<file path="src/rtl/move_sequencer.sv">
// Timed, arbitrated command sequencer in front of the movement FSM (manual beats auto).
// Define MOVE_PREEMPT_EN to let a manual command abort a running auto command.
module move_sequencer #(
  parameter int CLK_DIV   = 50000,
  parameter int DUR_W     = 16,
  parameter int GAP_TICKS = 20
) (
  input  logic             clk,
  input  logic             rst,
  input  logic             estop,
  input  logic             man_valid,
  input  logic [3:0]       man_code,
  input  logic [DUR_W-1:0] man_dur,
  output logic             man_ready,
  input  logic             auto_valid,
  input  logic [3:0]       auto_code,
  input  logic [DUR_W-1:0] auto_dur,
  output logic             auto_ready,
  output logic [3:0]       movement_sel,
  output logic             busy,
  output logic [1:0]       owner,
  output logic             done,
  output logic             abort,
  output logic             err
);

  localparam int PRE_W = (CLK_DIV > 1) ? $clog2(CLK_DIV) : 1;
  localparam int GAP_W = $clog2(GAP_TICKS + 1);
  localparam logic [PRE_W-1:0] PRE_LAST = PRE_W'(CLK_DIV - 1);
  localparam logic [GAP_W-1:0] GAP_FULL = GAP_W'(GAP_TICKS);

  typedef enum logic [1:0] {S_IDLE, S_GAP, S_RUN} state_t;

  state_t           state;
  logic [PRE_W-1:0] prescaler;
  logic             tick;
  logic [GAP_W-1:0] gap_cnt;
  logic [GAP_W-1:0] gap_rem;
  logic [3:0]       last_code;
  logic [3:0]       cur_code;
  logic [DUR_W-1:0] rem;

  logic             man_fire;
  logic             auto_fire;
  logic             acc_fire;
  logic             preempt;
  logic [3:0]       acc_code;
  logic [DUR_W-1:0] acc_dur;
  logic [1:0]       acc_owner;
  logic [3:0]       eff_last;
  logic [GAP_W-1:0] eff_gap;

  assign tick = (prescaler == PRE_LAST);

  always_ff @(posedge clk or negedge rst) begin
    if (!rst)      prescaler <= '0;
    else if (tick) prescaler <= '0;
    else           prescaler <= prescaler + 1'b1;
  end

`ifdef MOVE_PREEMPT_EN
  assign man_ready = !estop && ((state == S_IDLE) || ((state != S_IDLE) && (owner == 2'd2)));
  assign preempt   = man_fire && (state != S_IDLE);
`else
  assign man_ready = !estop && (state == S_IDLE);
  assign preempt   = 1'b0;
`endif

  assign auto_ready = !estop && (state == S_IDLE) && !man_valid;
  assign man_fire   = man_valid && man_ready;
  assign auto_fire  = auto_valid && auto_ready;
  assign acc_fire   = man_fire || auto_fire;
  assign acc_code   = man_fire ? man_code : auto_code;
  assign acc_dur    = man_fire ? man_dur : auto_dur;
  assign acc_owner  = man_fire ? 2'd1 : 2'd2;
  assign busy       = (state != S_IDLE);

  // A preempted auto run counts as the last motion and owes a full dead-time.
  assign eff_last = (preempt && (state == S_RUN) && (cur_code != 4'd0)) ? cur_code : last_code;
  assign eff_gap  = preempt ? '0 : gap_cnt;

  always_ff @(posedge clk or negedge rst) begin
    if (!rst) begin
      state        <= S_IDLE;
      movement_sel <= 4'd0;
      owner        <= 2'd0;
      done         <= 1'b0;
      abort        <= 1'b0;
      err          <= 1'b0;
      gap_cnt      <= GAP_FULL;
      gap_rem      <= '0;
      last_code    <= 4'd0;
      cur_code     <= 4'd0;
      rem          <= '0;
    end else begin
      done  <= 1'b0;
      abort <= 1'b0;
      err   <= 1'b0;
      if (tick && (movement_sel == 4'd0) && (gap_cnt < GAP_FULL))
        gap_cnt <= gap_cnt + 1'b1;

      if (estop) begin
        abort        <= (state != S_IDLE);
        state        <= S_IDLE;
        movement_sel <= 4'd0;
        owner        <= 2'd0;
        gap_cnt      <= '0;
      end else if (acc_fire) begin
        if (preempt) begin
          abort     <= 1'b1;
          last_code <= eff_last;
          gap_cnt   <= '0;
        end
        if (acc_code == 4'hF) begin
          err          <= 1'b1;
          state        <= S_IDLE;
          movement_sel <= 4'd0;
          owner        <= 2'd0;
        end else if (acc_dur == '0) begin
          done         <= 1'b1;
          state        <= S_IDLE;
          movement_sel <= 4'd0;
          owner        <= 2'd0;
        end else if ((acc_code != 4'd0) && (acc_code != eff_last) &&
                     (eff_last != 4'd0) && (eff_gap < GAP_FULL)) begin
          state        <= S_GAP;
          movement_sel <= 4'd0;
          owner        <= acc_owner;
          cur_code     <= acc_code;
          rem          <= acc_dur;
          gap_rem      <= GAP_FULL - eff_gap;
        end else begin
          state        <= S_RUN;
          movement_sel <= acc_code;
          owner        <= acc_owner;
          cur_code     <= acc_code;
          rem          <= acc_dur;
          if (acc_code != 4'd0) gap_cnt <= '0;
        end
      end else if (tick) begin
        case (state)
          S_GAP: begin
            if (gap_rem == GAP_W'(1)) begin
              state        <= S_RUN;
              movement_sel <= cur_code;
              gap_cnt      <= '0;
            end else begin
              gap_rem <= gap_rem - 1'b1;
            end
          end
          S_RUN: begin
            if (rem == DUR_W'(1)) begin
              state        <= S_IDLE;
              movement_sel <= 4'd0;
              owner        <= 2'd0;
              done         <= 1'b1;
              if (cur_code != 4'd0) last_code <= cur_code;
            end else begin
              rem <= rem - 1'b1;
            end
          end
          default: ;
        endcase
      end
    end
  end

endmodule

</file>
<file path="config.mk">
export PLATFORM = sky130hd
export DESIGN_NAME = move_sequencer
export DESIGN_NICKNAME = d
export VERILOG_FILES = /design/src/rtl/move_sequencer.sv
export SDC_FILE = /design/constraint.sdc
export NUM_CORES = 1
export LEC_CHECK = 0
export BUFFER_PORTS_ARGS = -buffer_cell sky130_fd_sc_hd__buf_2
export CAP_MARGIN = 20
export CORE_MARGIN = 8
export CORE_UTILIZATION = 52
export CTS_CLUSTER_SIZE = 40
export DETAILED_ROUTE_END_ITERATION = 10
export PLACE_DENSITY = 0.77
export REMOVE_ABC_BUFFERS = 1
export SYNTH_ARGS = -nofsm -noshare
export SYNTH_HDL_FRONTEND = slang
export SYNTH_SLANG_ARGS = --single-unit
</file>
<file path="constraint.sdc">
create_clock -name clk -period 2.8 [get_ports clk]
set_clock_uncertainty 0.15 [all_clocks]
set_input_delay 0.14 -clock clk [delete_from_list [all_inputs] [get_ports clk]]
set_output_delay 0.14 -clock clk [all_outputs]
set_load 0.005 [all_outputs]
</file>
==> impl.org <==
** Worst setup path
- The signal on the critical path passes through or4b_4 > or4_4 > or4_4 > and2_4 > or4_1 > o311a_1.
- Crit path DAT :: approximately 2.9 ns
- Critical-path cell with the highest stage delay :: sky130_fd_sc_hd__or4b_4
- Delay of the slowest critical-path stage :: roughly 0.54 ns
- Cell family with most CP delay :: simple AND/OR/NAND/NOR gates
- Type of destination of the critical path :: flip-flop
- Buf+Inv Stages, Crit Path :: 0
- The worst setup path is launched from a flip-flop.
- Maximum fanout along the worst path :: 3
- The worst setup path is of the flip-flop to flip-flop kind.
- Most numerous cell on the critical path :: sky130_fd_sc_hd__or4_4
- Req. time, crit path :: roughly 2.9 ns

** Final layout
- Seq. cell area :: about 0.0015 mm2
- Multi-input combinational cell area :: between 0.002 and 0.0025 mm2
- From synthesis to final layout, the design area changed by 25.6%.
- In the final layout, the share of cells above drive strength 1 is a little over a quarter.
- Fill cells in the final layout number roughly 600.
- Final Net Count :: roughly 600
- Cells fill between 60% and 70% of the core in the end.
- The number of antenna diodes in the final layout is 0.

** Global routing
- Global routing consumed, on the met1 layer, approximately 28% of the routing resources.
- Across every metal layer, demand over resource in global routing totals between 20% and 30%.
- Initial antenna violation count :: 0
- The first global-routing pass estimated 18800 um of wire.
- Entering global routing, the biggest net connects 62 pins.
- GR Layer Usage met2 :: between 30 and 40%
- After global routing the overflow that remains totals 0.
- Via count of the first global-routing pass :: slightly below 4000
- Global route hottest layer :: met2
- For met3 alone, demand over resource in global routing was under 10%.

** Clock tree
- Clock slew at the register clock pins of the worst setup and hold paths :: around 0.070 ns
- Counting every sink on the clock net gives just over 60.
- Clock latency on the worst-skew pair :: 0.35 ns
- No sink is reached through more buffers than the 2 on the longest clock path.
- Cell at the root of the clock tree :: sky130_fd_sc_hd__clkbuf_8
- TritonCTS clock tree :: yes
- The H-tree was split into 3 levels.
- In this run, CTS created clock tree buffers numbering 9.

** STA
- Final worst-path cycle share :: between 90 and 100%
- Adding up every negative setup slack in the final design gives 0 ns.
- Maximum clock frequency :: approximately 0.36 GHz
- The final max-slew violation count was 0.
- Minimum period implied by the final worst setup slack :: roughly 2.8 ns
- Setup repair after global routing could not meet its margin everywhere.
- The number of endpoints with negative hold slack in the final report was 0.
- At the pin with the least slew margin, the transition time is 0.781 ns.
- The tightest hold path in the finished design has a slack of between 0.03 and 0.04 ns.
- Setup violations remaining at the end of the flow were counted as 0.
- Measured against its own limit, the worst slew margin works out to between 40% and 50%.

** Floorplanning
- In this run the core area contains 31 standard-cell rows.
- Die width :: approximately 100 um
- Starting utilization of the core area :: ~54%
- The floorplan step defined a die boundary enclosing around 0.011 mm2.
- Die extent in y :: 103 um
- Top-Level Pins :: between 50 and 60
- Floorplan Core Area :: around 0.0073 mm2

** Logic synthesis
- Count of synthesis-stage warnings from yosys :: 0
- Number of register bits inferred by synthesis :: 61
- After synthesis, the share of flip-flops with an asynchronous set or reset is 100%.
- Count of flip-flops with a built-in enable after synthesis :: 0
- After synthesis the cells add up to 0.00393 mm2.
- Synth Flop Type :: sky130_fd_sc_hd__dfrtp_1
- Synthesis instantiated approximately 70 different standard cells from the library.
- Sequential elements use between 30% and 40% of the synthesized area.
- Avg Inst Size Synth :: 8.75 um2
- In the synthesized netlist, the number of instances is 449.

** Job
- Across the run, the number of max-cap violations was 0.

** Routing
- Routed WL per cell :: around 18 um
- First drt pass iteration count :: 5
- In this run, the number of DRC markers left after iteration 0 of detailed routing was roughly 270.
- Number of remaining DRC errors :: 0
- In the routed layout, each cell is associated on average with a via count of just over 6.
- Count of vias placed by the detailed router :: 4030
- Once detail routing completed, the nets flagged for antenna violations numbered 0.
- Final WL :: 11600 um

** Place
- Post-DP HPWL :: 8370 um
- Port-buffer cells :: 56
- Placer's final routability congestion estimate :: around 0.94

** Power and ir drop
- Post-layout total power :: 3500 uW
- For this design the static power due to leakage is 0.00224 uW.
- VDD sags by at most 0.000450 V.
- Pwr/cell area :: 708 mW/mm2

** Run status
- The flow ran to the end, and the final reports show no timing, DRC or antenna violations.

** Min path
- Type of the most critical hold path :: input pin to flip-flop
[Yosys cell counts, types with 4 or more instances]
library cell | n | share of area [%]
sky130_fd_sc_hd__nor3_1 | 9 | 1.1
sky130_fd_sc_hd__mux2i_1 | 10 | 2.5
sky130_fd_sc_hd__nand3_1 | 18 | 2.3
sky130_fd_sc_hd__mux2_2 | 6 | 1.7
sky130_fd_sc_hd__xnor2_1 | 8 | 1.8
sky130_fd_sc_hd__dfrtp_1 | 59 | 38
sky130_fd_sc_hd__nor4_1 | 11 | 1.8
sky130_fd_sc_hd__nand2_1 | 45 | 4.3
sky130_fd_sc_hd__nand4_1 | 6 | 0.96
sky130_fd_sc_hd__and4_1 | 4 | 0.89
sky130_fd_sc_hd__o22a_1 | 6 | 1.3
sky130_fd_sc_hd__o22ai_1 | 13 | 2.1
sky130_fd_sc_hd__o21a_1 | 4 | 0.76
sky130_fd_sc_hd__a31oi_1 | 5 | 0.80
sky130_fd_sc_hd__ha_1 | 10 | 3.2
sky130_fd_sc_hd__o21ai_0 | 21 | 2.7
sky130_fd_sc_hd__a21oi_1 | 29 | 3.7
sky130_fd_sc_hd__and3_1 | 4 | 0.64
sky130_fd_sc_hd__a21o_1 | 4 | 0.76
sky130_fd_sc_hd__nor2_1 | 52 | 5.0
sky130_fd_sc_hd__or4_1 | 13 | 2.5
sky130_fd_sc_hd__clkbuf_1 | 14 | 1.3
sky130_fd_sc_hd__inv_1 | 15 | 1.4
sky130_fd_sc_hd__xor2_1 | 14 | 3.1
[where the power goes]
part	switching [uW]	internal (uW)	total [uW]
clock network	339	583	922
registers	222	1090	1310
logic	715	546	1260
total	1280	2220	3500
[area by class of cell]
cell class | instances | share of cell area, %
multi-input combinational | 356 | 47.4
timing repair buffer | 106 | 13.4
sequential | 61 | 31.0
clock inverter | 5 | 2.03
tap | 99 | 2.51
inverter | 15 | 1.14
clock buffer | 10 | 2.59
[logic make-up after synthesis]
| logic type | Yosys count | synth area share [%] |
|---|---|---|
| simple gates | 190 | 25.1 |
| compound gates | 118 | 20.4 |
| xor+xnor | 22 | 4.91 |
| buf+inv | 32 | 3.28 |
| fa+ha+maj | 10 | 3.19 |
| mux | 16 | 4.27 |
| flops | 61 | 38.9 |
[cells in the final DEF, fill, tap and decap left out, drive strengths merged, types with 10 or more instances in the layout]
| cell type | n |
|---|---|
| a21oi | 29 |
| buf | 104 |
| clkbuf | 10 |
| dfrtp | 59 |
| ha | 10 |
| inv | 15 |
| mux2i | 10 |
| nand2 | 45 |
| nand3 | 18 |
| nor2 | 52 |
| nor4 | 11 |
| o21ai | 23 |
| o22ai | 13 |
| or4 | 15 |
| xor2 | 14 |
[layer usage]
metal	wire length (um)	vias to the layer above	part of all wire, %
li1	-	1879	-
met1	4670	1938	40
met2	5600	179	48
met3	972	34	8.4
met4	320	0	2.8
met5	0	-	0
[flip-flops by register name (all words and copies together) (netlist names)]
name          flops
err               1
eff_gap           5
cur_code          4
eff_last          4
owner             2
done              1
state             2
abort             1
gap_rem           5
movement_sel      4
prescaler        16
rem              16
[worst paths after layout]
kind                                     from            end  slack (ns)  cells past startpoint
worst max-delay path             prescaler[5]     gap_rem[0]       0.002                      6
worst min-delay path               man_dur[3]         rem[3]        0.04                      5
worst max register to register   prescaler[5]     gap_rem[0]       0.002                      6
worst min register to register  prescaler[13]  prescaler[13]        0.36                      1
max in group asynchronous                 rst   prescaler[8]        1.64                      3
min in group asynchronous                 rst     eff_gap[0]        0.33                      3
[through the flow]
stage / instances / cell area [um2] / setup slack (ns)
after floorplan: 432 / 3850 / -0.296
after global placement: 634 / 4620 / -0.111
after detailed placement: 634 / 4620 / -0.128
after CTS: 652 / 4880 / 0.0201
after global routing: 652 / 4930 / -0.0567
final: 652 / 4930 / 0.00248
[repair_timing]
action / CTS / global route
endpoints found under the setup margin: 6 / 23
pin swaps: 6 / 8
setup buffers: 1 / 0
gates resized for setup: 2 / 12
hold endpoints to repair: 60 / 0
hold buffers: 2 / 0
gates cloned: 0 / 0
[worst register-to-register path, cell delays in order (launching register included)]
cell                      delay, ns
sky130_fd_sc_hd__dfrtp_1       0.38
sky130_fd_sc_hd__or4b_4        0.54
sky130_fd_sc_hd__or4_4         0.51
sky130_fd_sc_hd__or4_4         0.43
sky130_fd_sc_hd__and2_4        0.16
sky130_fd_sc_hd__or4_1         0.40
sky130_fd_sc_hd__o311a_1       0.12
Note: power is estimated with default switching activity, not from simulation.
